File: src/rtl/add_sub_seq_if.sv
`timescale 1ns/1ps
`default_nettype none
// ============================================================================
//  Module   : add_sub_seq_if
//  Brief    : Operand/result handshake bundle for add_sub_seq. The optional
//             sat signal exists only when ADD_SUB_SEQ_SAT_EN is defined.
//  Revision : 1.0  initial release
// ============================================================================
interface add_sub_seq_if #(
    parameter int WIDTH = 64
);
    logic             in_valid;
    logic             in_ready;
    logic [WIDTH-1:0] in1;
    logic [WIDTH-1:0] in2;
    logic [1:0]       op;
`ifdef ADD_SUB_SEQ_SAT_EN
    logic             sat;
`endif
    logic             out_valid;
    logic             out_ready;
    logic [WIDTH-1:0] out;
    logic             carry;
    logic             overflow;
    logic             zero;

    modport master (
        output in_valid, in1, in2, op, out_ready,
`ifdef ADD_SUB_SEQ_SAT_EN
        output sat,
`endif
        input  in_ready, out_valid, out, carry, overflow, zero
    );

    modport slave (
        input  in_valid, in1, in2, op, out_ready,
`ifdef ADD_SUB_SEQ_SAT_EN
        input  sat,
`endif
        output in_ready, out_valid, out, carry, overflow, zero
    );
endinterface
`default_nettype wire

File: src/rtl/add_sub_seq.sv
`timescale 1ns/1ps
`default_nettype none
// ============================================================================
//  Module   : add_sub_seq
//  Brief    : Multi-cycle add/sub/compare unit, CHUNK bits per cycle through a
//             ripple carry. Optional saturation: define ADD_SUB_SEQ_SAT_EN.
//  Revision : 1.0  initial release
// ============================================================================
module add_sub_seq #(
    parameter int WIDTH = 64,
    parameter int CHUNK = 16
) (
    input  wire logic     clk,
    input  wire logic     rst_n,
    add_sub_seq_if.slave  bus
);
    localparam int NCHUNK = WIDTH / CHUNK;
    localparam int CW     = (NCHUNK > 1) ? $clog2(NCHUNK) : 1;

    if ((CHUNK < 1) || (CHUNK > WIDTH) || ((WIDTH % CHUNK) != 0)) begin : g_bad_params
        $error("add_sub_seq: CHUNK must divide WIDTH and be <= WIDTH");
    end

    typedef enum logic [1:0] {
        ST_IDLE = 2'd0,
        ST_BUSY = 2'd1,
        ST_DONE = 2'd2
    } state_t;

    state_t           state_q, state_d;
    logic             out_valid_q, out_valid_d;
    logic [CW-1:0]    cnt_q;
    logic [WIDTH-1:0] a_q, b_q, sum_q;
    logic             c_q;
    logic [1:0]       op_q;
    logic [WIDTH-1:0] out_q;
    logic             carry_q, ovf_q, zero_q;
`ifdef ADD_SUB_SEQ_SAT_EN
    logic             sat_q;
`endif

    logic             w_accept, w_step, w_last, w_flag_load;
    logic [31:0]      w_base;
    logic [CHUNK-1:0] w_csum;
    logic             w_cout;
    logic             w_ovf;
    logic [WIDTH-1:0] w_result;

    assign w_last = (cnt_q == CW'(NCHUNK - 1));
    assign w_base = 32'(cnt_q) * 32'(CHUNK);
    assign {w_cout, w_csum} = {1'b0, a_q[w_base +: CHUNK]}
                            + {1'b0, b_q[w_base +: CHUNK]}
                            + {{CHUNK{1'b0}}, c_q};

    always_ff @(posedge clk or negedge rst_n) begin
        if (!rst_n) begin
            state_q     <= ST_IDLE;
            out_valid_q <= 1'b0;
        end else begin
            state_q     <= state_d;
            out_valid_q <= out_valid_d;
        end
    end

    // Flags are registered one cycle after the last chunk lands in sum_q.
    always_comb begin
        state_d     = state_q;
        out_valid_d = out_valid_q;
        w_accept    = 1'b0;
        w_step      = 1'b0;
        w_flag_load = 1'b0;
        case (state_q)
            ST_IDLE: begin
                if (bus.in_valid) begin
                    w_accept = 1'b1;
                    state_d  = ST_BUSY;
                end
            end
            ST_BUSY: begin
                w_step = 1'b1;
                if (w_last) state_d = ST_DONE;
            end
            ST_DONE: begin
                if (!out_valid_q) begin
                    w_flag_load = 1'b1;
                    out_valid_d = 1'b1;
                end else if (bus.out_ready) begin
                    out_valid_d = 1'b0;
                    state_d     = ST_IDLE;
                end
            end
            default: state_d = ST_IDLE;
        endcase
    end

    assign w_ovf = (a_q[WIDTH-1] == b_q[WIDTH-1]) && (sum_q[WIDTH-1] != a_q[WIDTH-1]);

    always_comb begin
        w_result = sum_q;
        case (op_q)
            2'b10:   w_result = {{(WIDTH-1){1'b0}}, sum_q[WIDTH-1] ^ w_ovf};
            2'b11:   w_result = {{(WIDTH-1){1'b0}}, ~c_q};
            default: begin
`ifdef ADD_SUB_SEQ_SAT_EN
                if (sat_q && w_ovf) begin
                    w_result = a_q[WIDTH-1] ? {1'b1, {(WIDTH-1){1'b0}}}
                                            : {1'b0, {(WIDTH-1){1'b1}}};
                end
`endif
            end
        endcase
    end

    always_ff @(posedge clk or negedge rst_n) begin
        if (!rst_n) begin
            cnt_q   <= '0;
            a_q     <= '0;
            b_q     <= '0;
            sum_q   <= '0;
            c_q     <= 1'b0;
            op_q    <= 2'b00;
            out_q   <= '0;
            carry_q <= 1'b0;
            ovf_q   <= 1'b0;
            zero_q  <= 1'b0;
`ifdef ADD_SUB_SEQ_SAT_EN
            sat_q   <= 1'b0;
`endif
        end else begin
            if (w_accept) begin
                // Subtract and both compares run as A + ~B + 1.
                a_q   <= bus.in1;
                b_q   <= (bus.op != 2'b00) ? ~bus.in2 : bus.in2;
                c_q   <= (bus.op != 2'b00);
                op_q  <= bus.op;
                cnt_q <= '0;
`ifdef ADD_SUB_SEQ_SAT_EN
                sat_q <= bus.sat;
`endif
            end else if (w_step) begin
                sum_q[w_base +: CHUNK] <= w_csum;
                c_q   <= w_cout;
                cnt_q <= cnt_q + 1'b1;
            end
            if (w_flag_load) begin
                out_q   <= w_result;
                carry_q <= c_q;
                ovf_q   <= w_ovf;
                zero_q  <= (w_result == '0);
            end
        end
    end

    assign bus.in_ready  = (state_q == ST_IDLE);
    assign bus.out_valid = out_valid_q;
    assign bus.out       = out_q;
    assign bus.carry     = carry_q;
    assign bus.overflow  = ovf_q;
    assign bus.zero      = zero_q;
endmodule
`default_nettype wire

File: src/flat_wrapper.sv
// flat-port wrapper written by rule: the top's interface ports become plain ports
module add_sub_seq_flat 
#(
    parameter int WIDTH = 64,
    parameter int CHUNK = 16
)
  (clk, rst_n, bus_in_valid, bus_in1, bus_in2, bus_op, bus_out_ready, bus_in_ready, bus_out_valid, bus_out, bus_carry, bus_overflow, bus_zero);
  add_sub_seq_if #(.WIDTH(WIDTH)) bus_i ();
  input  wire logic clk;
  input  wire logic rst_n;
  input wire logic [$bits(bus_i.in_valid)-1:0] bus_in_valid;
  input wire logic [$bits(bus_i.in1)-1:0] bus_in1;
  input wire logic [$bits(bus_i.in2)-1:0] bus_in2;
  input wire logic [$bits(bus_i.op)-1:0] bus_op;
  input wire logic [$bits(bus_i.out_ready)-1:0] bus_out_ready;
  output wire logic [$bits(bus_i.in_ready)-1:0] bus_in_ready;
  output wire logic [$bits(bus_i.out_valid)-1:0] bus_out_valid;
  output wire logic [$bits(bus_i.out)-1:0] bus_out;
  output wire logic [$bits(bus_i.carry)-1:0] bus_carry;
  output wire logic [$bits(bus_i.overflow)-1:0] bus_overflow;
  output wire logic [$bits(bus_i.zero)-1:0] bus_zero;
  assign bus_i.in_valid = bus_in_valid;
  assign bus_i.in1 = bus_in1;
  assign bus_i.in2 = bus_in2;
  assign bus_i.op = bus_op;
  assign bus_i.out_ready = bus_out_ready;
  assign bus_in_ready = bus_i.in_ready;
  assign bus_out_valid = bus_i.out_valid;
  assign bus_out = bus_i.out;
  assign bus_carry = bus_i.carry;
  assign bus_overflow = bus_i.overflow;
  assign bus_zero = bus_i.zero;
  add_sub_seq #(.WIDTH(WIDTH), .CHUNK(CHUNK)) u_core (.clk(clk), .rst_n(rst_n), .bus(bus_i));
endmodule
File: config.mk
export PLATFORM = sky130hd
export DESIGN_NAME = add_sub_seq_flat
export DESIGN_NICKNAME = d
export VERILOG_FILES = /design/src/rtl/add_sub_seq_if.sv /design/src/rtl/add_sub_seq.sv /design/src/flat_wrapper.sv
export SDC_FILE = /design/constraint.sdc
export NUM_CORES = 1
export LEC_CHECK = 0
export BUFFER_PORTS_ARGS = -buffer_cell sky130_fd_sc_hd__buf_2
export CAP_MARGIN = 20
export CORE_ASPECT_RATIO = 0.6
export CORE_MARGIN = 2
export CORE_UTILIZATION = 60
export CTS_CLUSTER_DIAMETER = 50
export CTS_CLUSTER_SIZE = 28
export DETAILED_ROUTE_END_ITERATION = 7
export PLACE_DENSITY = 0.88
export SLEW_MARGIN = 20
export SYNTH_ARGS = -nofsm -noshare
export SYNTH_HDL_FRONTEND = slang
export SYNTH_SLANG_ARGS = --single-unit
File: constraint.sdc
create_clock -name clk -period 9 [get_ports clk]
set_input_delay 0 -clock clk [delete_from_list [all_inputs] [get_ports clk]]
set_output_delay 0 -clock clk [all_outputs]
set_load 0.1 [all_outputs]
Word level (Yosys, flattened, before mapping) --
Cells that the tools add are included.
Word-level totals: output and inout port bits 69, register bits after elaboration 267, input bits 134, logic and storage cells 61
Operators by class: bitwise operators 4, equality and inequality tests 11, reductions and logical operators 7, shifts and indexed selects 4, add/sub/neg operators 4, multiplexer cells 19
Operator list (count):
- $pmux W64 S2 | 1
- $shiftx A64 B7 Y16 | 2
- $bwmux W64 | 1
- $logic_not A64 Y1 | 1
- $mux W64 | 1
- $not A64 Y64 | 1
- $shift A16 B34 Y64 const A | 1
- $shiftx A16 B34 Y64 | 1
- $neg A6 Y34 | 1
- $add A16 B16 Y17 | 1
- $add A17 B1 Y17 | 1
- $mux W2 | 6
- $mux W1 | 9
- $eq A2 B2 Y1 const B | 4
- $pmux W2 S3 | 1
- $ne A2 B1 Y1 const B | 2
- $ne A2 B2 Y1 const B | 2
- $reduce_and A4 Y1 | 1
- $reduce_bool A2 Y1 | 2
- $add A2 B1 Y2 const B | 1
- $eq A2 B1 Y1 const B | 1
- $logic_not A2 Y1 | 1
- $not A1 Y1 | 2
- $reduce_and A2 Y1 | 1
- other kinds (4) | 4

Logic depth before layout (Yosys ltp) --
Gate-level depths: netlist of run 1.
word-level depth 5, mapped depth 12, mapped depth without buffers 10

Least setup slack after synthesis of run 1 --
Ideal clock, no wire load.
path type register to register, start register u_core.cnt_q[0], end register u_core.sum_q[12], cell stages (with the launch flop) 13, buffers on the path 2, slack 5.701 ns, library setup time 0.066 ns, data required time 8.934 ns, clock period less this slack 3.299 ns, arrival 3.233 ns, path through dfrtp_1 > buf_2 > buf_2 > mux4_2 > fa_1 > inv_1 > fa_1 > and2b_1 > o211ai_1 > a31o_2 > o311ai_1 > nor3_1 > a22o_1
Between the ends: cells in the longest elaborated chain, start to end 5, elaborated cells between the ends (all ways) 8
Ends and longest elaborated chain:
- from (decl) | RTL line add_sub_seq.sv:32 | logic [CW-1:0] cnt_q;
- from (signal assigned) | RTL line add_sub_seq.sv:143 | cnt_q <= cnt_q + 1'b1;
- $shiftx A64 B7 Y16, on equally long branches | RTL line add_sub_seq.sv:51, add_sub_seq.sv:52
- $add A16 B16 Y17 | RTL line add_sub_seq.sv:52 | + {1'b0, b_q[w_base +: CHUNK]}
- $add A17 B1 Y17 | RTL line add_sub_seq.sv:53 | + {{CHUNK{1'b0}}, c_q};
- $shiftx A16 B34 Y64 | RTL line add_sub_seq.sv:141 | sum_q[w_base +: CHUNK] <= w_csum;
- $bwmux W64 (*) | RTL line add_sub_seq.sv:141
- to (signal, indexed assignment) | RTL line add_sub_seq.sv:141
- to (decl) | RTL line add_sub_seq.sv:33 | logic [WIDTH-1:0] a_q, b_q, sum_q;
Mark *: on every way between the ends. The rest lies on a longest branch, timed or not. A chain may end at the register's enable or synchronous reset.

Final worst setup path of run 1 --
start register u_core.cnt_q[0], end register u_core.sum_q[44]
Same word-level chain as after synthesis.

==> flow_metrics.tcl, run 1 <==
set metrics [dict create \
    antenna_found_initial 1 \
    slowest_delay_ps 670 \
    synthMuxAreaShare 0.0605 \
    initial_core_util 0.618 \
    synth-xor-area-share 0.0513 \
    vias_per_cell 5.80 \
    synth_edf_count 0 \
    cts_sinks 267 \
    p_sw_uw 3320 \
    relSlewSlack 0.258 \
    nNetsFinal 1674 \
    status "finished, final reports clean" \
    die_h_um 116 \
    worstMarginPinSlew_ps 1110 \
    critPathBufInv 2 \
    critPathLaunchType "flip-flop" \
    grt_pass1_wl_um 57300 \
    grt_pass1_vias 10310 \
    port_buffers 202 \
    routabilityCongestion 0.940 \
    peakVddDrop_uv 314 \
    synth_seq_area_share 0.536 \
    path_clk_slew_ps 110 \
    crit_type "reg2reg" \
    hold_viol 0 \
    hold_class "in2async" \
    layout_min_cycle_time_ps 3960 \
    crit_chain "buf_4 -> mux4_2 -> fa_1 -> inv_1 -> fa_1 -> and2b_1 -> o211ai_1 -> a31o_2 -> o311ai_1 -> nor3_1 -> a22o_1" \
    clockBufferDepth 3 \
    finalCritPeriodShare 0.440 \
    die_w_um 190 \
    synth_compound_area_frac 0.125 \
    drv_cap 0 \
    power.leakage_uw 0.00757 \
    die_area_mm2 0.0220 \
    netlist_instances 1237 \
    final_cells 1800 \
    clock-root-buffer "clkbuf_16" \
    reg2reg_from "u_core.cnt_q[0]" \
    routed_wirelength_um 36700 \
    io_pins 203 \
    ctsResizeCount 0 \
    power.share.clock 0.129 \
    rsz0062_at_grt "false" \
    synth_flop_cell "dfrtp_1" \
    fin_util 0.766 \
    placed_cells 1640 \
    syn_to_final_growth_pct 24.1 \
    vias 10447 \
    dpl.hpwl_um 23500 \
    p_per_area_mw_per_mm2 420 \
    post_cts_buffers 0 \
    yosys.area_share.simple 0.174 \
    syn_area_mm2 0.0125 \
    wl_per_cell_um 20.4 \
    r2r_end "u_core.sum_q[44]" \
    setup-tns-final_ps 0 \
    antenna_cells 0 \
    async_flop_share 1.00 \
    ys_ff_latch 267 \
    r2r_slack_ps 5040 \
    syn_nets 1393 \
    drive_gt1_frac 0.189 \
    slew_viol_final 0 \
    cts_tree "done" \
    ys_types 49 \
    core.rowCount 40 \
    drt_first_pass_iters 5 \
    max_freq_ghz 0.252 \
    ant_nets 0 \
    synth_adder_area_share 0.0233 \
    drt_first_iter_violations 1093 \
    swShare 0.511 \
    final_common_cell "nand2_1" \
    cp_top_family "compound AO/OA/AOI/OAI gates" \
    cp_data_arrival_time_ps 4400 \
    ctsHtreeMaxLevel 1 \
    cp.required_ps 9430 \
    drc 0 \
    cts-buffers-inserted 16 \
    seqPwrFrac 0.321 \
    insertion_delay_ps 510 \
    syn_area_per_cell_um2 10.1 \
    reg2regPathDepth 11 \
    core_area_mm2 0.0202 \
    globalRouteTotalUtil 0.343 \
    pwr-share-comb 0.550 \
    cp_slowest_cell "dfrtp_2" \
    crit_path_end_kind "flip-flop" \
    grt-ovfl-total 0 \
    path_common_cell "fa_1" \
    internal-power_uw 3180 \
    synth_warnings 0 \
    synth_top_family_by_area "simple AND/OR/NAND/NOR gates" \
    final_cell_mix "nand2_1 (363), dfrtp_1 (265), buf_2 (201)" \
    setup_viol 0 \
    fin_skew_ps 24.4 \
    grt_max_degree 147 \
    cp_max_fo 23 \
]
## stage by stage
stage	power, uW	instance area (um2)	hold WS, ps	setup WS, ps
floorplan	4560	12500	-296	5700
global placement	5390	13600	136	5190
detailed placement	5490	13600	136	5030
CTS	6380	15500	193	5000
global route	6870	15500	243	4630
finish	6500	15500	167	5040
## synth_stat cells, types with 2 or more instances
| cell | instances | area (um2) |
|---|---|---|
| buf_2 | 28 | 140 |
| inv_1 | 8 | 30.0 |
| nor4_1 | 17 | 106 |
| nor2_1 | 24 | 90.1 |
| or3_1 | 2 | 12.5 |
| xor2_1 | 69 | 604 |
| buf_1 | 7 | 26.3 |
| nor2b_1 | 3 | 18.8 |
| nand2_1 | 364 | 1370 |
| o211ai_1 | 2 | 15.0 |
| nand2b_1 | 67 | 419 |
| xnor2_1 | 4 | 35.0 |
| clkbuf_1 | 45 | 169 |
| o21a_1 | 2 | 15.0 |
| a21o_1 | 4 | 30.0 |
| a21oi_2 | 2 | 17.5 |
| o21ai_0 | 154 | 771 |
| nand4_1 | 8 | 50.1 |
| mux4_2 | 32 | 721 |
| or3_4 | 2 | 22.5 |
| a31o_2 | 3 | 26.3 |
| fa_1 | 2 | 40.0 |
| ha_1 | 20 | 250 |
| a21oi_1 | 16 | 80.1 |
| a22o_1 | 45 | 394 |
| dfrtp_1 | 267 | 6680 |
| a32o_1 | 6 | 60.1 |
| nand3_1 | 4 | 20.0 |
| a31oi_1 | 3 | 18.8 |
| and2_1 | 3 | 18.8 |
| nor3_1 | 5 | 25.0 |
| mux2_2 | 2 | 22.5 |
## per-layer routing
metal	share of wire	GRT usage	up-vias
met5	0.00035	0	-
met4	0.024	0.0858	2
met3	0.12	0.114	73
met2	0.43	0.524	560
met1	0.42	0.482	5065
li1	-	-	4747
## timing repair
item | CTS | global route
hold endpoints to repair | 250 | 0
endpoints found under the setup margin | 0 | 0
hold buffers | 133 | 0
## worst reg2reg max path: stages (launching register included)
cell and delay [ps]:
dfrtp_2 670, buf_4 500, mux4_2 610, fa_1 430
inv_1 80, fa_1 200, and2b_1 200, o211ai_1 250
a31o_2 260, o311ai_1 110, nor3_1 370, a22o_1 210
## final cells by class
cell class	instances	area, um2
timing repair buffer	343	2420
inverter	8	30.0
clock inverter	8	113
fill	1268	4710
clock buffer	19	443
sequential	267	6680
multi-input combinational	882	5430
tap	273	342
## state kept, by name, summed over array words and instances, names as in the netlist, 2 cells and up
name,count
u_core.a_q,64
u_core.b_q,64
u_core.bus.out,64
u_core.sum_q,64
u_core.cnt_q,2
u_core.op_q,2
u_core.state_q,2
## power by group through the flow
stage | Clock (uW) | Combinational (uW) | Sequential (uW)
floorplan | 0 | 1990 | 2570
detailed placement | 0 | 3410 | 2080
global placement | 0 | 3330 | 2060
finish | 841 | 3570 | 2090
global route | 892 | 3850 | 2130
CTS | 844 | 3480 | 2060
## how the worst max path moves through the flow
stage               slack (ps)                to  cells past startpoint            start
floorplan                 5700  u_core.sum_q[12]                     12  u_core.cnt_q[0]
global placement          5190  u_core.sum_q[60]                     11  u_core.cnt_q[0]
detailed placement        5030  u_core.sum_q[44]                     11  u_core.cnt_q[0]
CTS                       5000  u_core.sum_q[44]                     11  u_core.cnt_q[0]
global route              4630  u_core.sum_q[44]                     11  u_core.cnt_q[0]
finish                    5040  u_core.sum_q[44]                     11  u_core.cnt_q[0]
## cell families (layout without fill, tap and decap cells)
logic type	after synthesis	in the layout
buf+inv	88	378
simple gates	502	502
mux	35	35
compound gates	250	250
flops	267	267
xor+xnor	73	73
fa+ha+maj	22	22
Note: power is estimated with default switching activity, not from simulation.
==> inputs of run 2 (changes only) <==
--- a/config.mk
+++ b/config.mk
@@ -9,11 +9,11 @@
 export CAP_MARGIN = 20
 export CORE_ASPECT_RATIO = 0.6
 export CORE_MARGIN = 2
-export CORE_UTILIZATION = 60
+export CORE_UTILIZATION = 51
 export CTS_CLUSTER_DIAMETER = 50
 export CTS_CLUSTER_SIZE = 28
 export DETAILED_ROUTE_END_ITERATION = 7
-export PLACE_DENSITY = 0.88
+export PLACE_DENSITY = 0.8
 export SLEW_MARGIN = 20
 export SYNTH_ARGS = -nofsm -noshare
 export SYNTH_HDL_FRONTEND = slang
==> constraint.sdc (replaced) <==
create_clock -name clk -period 3.47 [get_ports clk]
set_input_delay 0 -clock clk [delete_from_list [all_inputs] [get_ports clk]]
set_output_delay 0 -clock clk [all_outputs]
set_load 0.1 [all_outputs]
==> run 2 against run 1 <==
Largest power group unchanged. Utilization fell by 11 points. Wire length rose by 4.0%. Largest cell class unchanged. Global-route usage fell by 4.1 points. Critical path depth fell by 1. Sequential power rose to 2.6 times the previous value. Setup slack got worse by 4800 ps. Via count rose by 1.4%. Maximum frequency rose by 21%. Combinational power rose to 2.8 times the previous value. Sequential share of layout area fell by 1.1 points.
==> flow_metrics.tcl, run 2 (same netlist as run 1, synthesis figures left out) <==
set metrics [dict create \
    final_cells 1882 \
    clockBufferDepth 3 \
    whs_ps 137 \
    crit_path_end_kind "flip-flop" \
    final_common_cell "nand2_1" \
    fin_skew_ps 19.2 \
    startpoint "u_core.cnt_q[0]" \
    path_common_cell "fa_1" \
    hold_class "in2async" \
    antenna_found_initial 2 \
    grt-ovfl-total 0 \
    fillers 1847 \
    io_pins 203 \
    grt_pass1_wl_um 59600 \
    vias 10597 \
    power.leakage_uw 0.00774 \
    crit_chain "mux4_2 -> fa_1 -> inv_1 -> fa_1 -> and2b_1 -> o211ai_1 -> a31o_2 -> a21oi_1 -> xor2_1 -> a22o_1" \
    cp_data_arrival_time_ps 3720 \
    core_area_mm2 0.0241 \
    finalInstanceArea_mm2 0.0158 \
    max_freq_ghz 0.307 \
    layout_min_cycle_time_ps 3260 \
    grtUsageMet3 0.0811 \
    placed_cells 1715 \
    cts_tree "done" \
    syn_to_final_growth_pct 27.2 \
    finalCritPeriodShare 0.940 \
    gr-usage-met1 0.468 \
    status "finished, final reports clean" \
    cp_max_fo 6 \
    peakVddDrop_uv 706 \
    cts_sinks 267 \
    placed_cell_area_mm2 0.0139 \
    reg2reg_from "u_core.cnt_q[0]" \
    routed_wirelength_um 38100 \
    crit_type "reg2reg" \
    setup-tns-final_ps 0 \
    grt_pass1_vias 10448 \
    drc 0 \
    port_buffers 202 \
    drv_cap 0 \
    die_area_mm2 0.0257 \
    path_clk_slew_ps 100 \
    initial_core_util 0.518 \
    globalRouteTotalUtil 0.302 \
    ctsHtreeMaxLevel 1 \
    grt_max_degree 106 \
    dpl.hpwl_um 26000 \
    cts-buffers-inserted 19 \
    insertion_delay_ps 520 \
    critPathLaunchType "flip-flop" \
    worstMarginPinSlew_ps 842 \
    p_per_area_mw_per_mm2 1110 \
    die_w_um 206 \
    setup_viol 0 \
    die_h_um 125 \
    clock-root-buffer "clkbuf_16" \
    nNetsFinal 1703 \
    slew_viol_final 0 \
    rsz0062_at_grt "false" \
    top_usage_layer "met1" \
    wl_per_cell_um 20.2 \
    post_cts_buffers 0 \
    ctsResizeCount 0 \
    slowest_delay_ps 540 \
    use_met2 0.428 \
    cts_hold_buf 133 \
    hold_viol 0 \
    drt_first_iter_violations 957 \
    vias_per_cell 5.63 \
    drt_first_pass_iters 5 \
    final_cell_mix "nand2_1 (363), dfrtp_1 (266), buf_2 (201)" \
    cp_top_family "compound AO/OA/AOI/OAI gates" \
    core.rowCount 44 \
    ant_nets 0 \
    cp.required_ps 3930 \
    drive_gt1_frac 0.205 \
    relSlewSlack 0.439 \
    cp_slowest_cell "mux4_2" \
    critPathBufInv 1 \
    routabilityCongestion 0.976 \
]
==> run 2: cell types whose count changed in the layout (fill, tap and decap cells not counted), moves of 2 or more <==
cell,before,now
inv_6,2,4
buf_12,0,4
clkinvlp_4,0,5
buf_4,7,30
clkbuf_16,17,19
==> run 2: worst reg2reg max path, delay by kind of cell, from the launching register on <==
kind                       cells  cell delay (ps)
DFF                            1              480
AOI/OAI and AO/OA              4              840
muxes                          1              540
buffers and inverters          1              100
xor gates and xnor gates       1              400
and+or+nand+nor                1              200
adders and majority gates      2              640
==> run 2: stage by stage <==
| stage | worst slack [ps] | total power (uW) | utilization |
|---|---|---|---|
| 6_report | 208 | 17700 | 0.659 |
| 5_1_grt | 75.4 | 18600 | 0.659 |
| 4_1_cts | 217 | 17500 | 0.659 |
| 3_5_place_dp | 224 | 15000 | 0.577 |
| 3_3_place_gp | 382 | 14800 | 0.577 |
| 2_1_floorplan | 171 | 11800 | - |
==> run 2: path summary, 6_finish.rpt <==
kind                                    end  slack, ps  depth (start not counted)
max                        u_core.sum_q[56]        210                         10
min                          u_core.b_q[11]        140                          2
max reg2reg                u_core.sum_q[56]        210                         10
min reg2reg                  u_core.a_q[31]        480                          2
max in group asynchronous    u_core.b_q[42]       2330                          3
min in group clk             u_core.a_q[63]        200                          4
==> run 2: final cells by class <==
type | count | area [um2] | area share
Sequential cell | 267 | 6680 | 0.422
Clock inverter | 14 | 166 | 0.0105
Multi-Input combinational cell | 882 | 5430 | 0.343
Inverter | 8 | 30.0 | 0.00189
Tap cell | 322 | 403 | 0.0254
Clock buffer | 19 | 475 | 0.0300
Antenna cell | 1 | 2.50 | 0.000158
Timing Repair Buffer | 369 | 2660 | 0.168
==> run 2: power by group <==
part | leakage (uW) | switching (uW) | internal [uW]
Clock | 0.000297 | 1220 | 1150
Sequential | 0.00350 | 1080 | 4330
Combinational | 0.00394 | 6590 | 3300
==> run 2: metal layers <==
metal | vias to the layer above | share of wire
met5 | - | 0
met4 | 0 | 0.019
met3 | 70 | 0.11
met2 | 531 | 0.42
met1 | 5179 | 0.46
li1 | 4817 | -
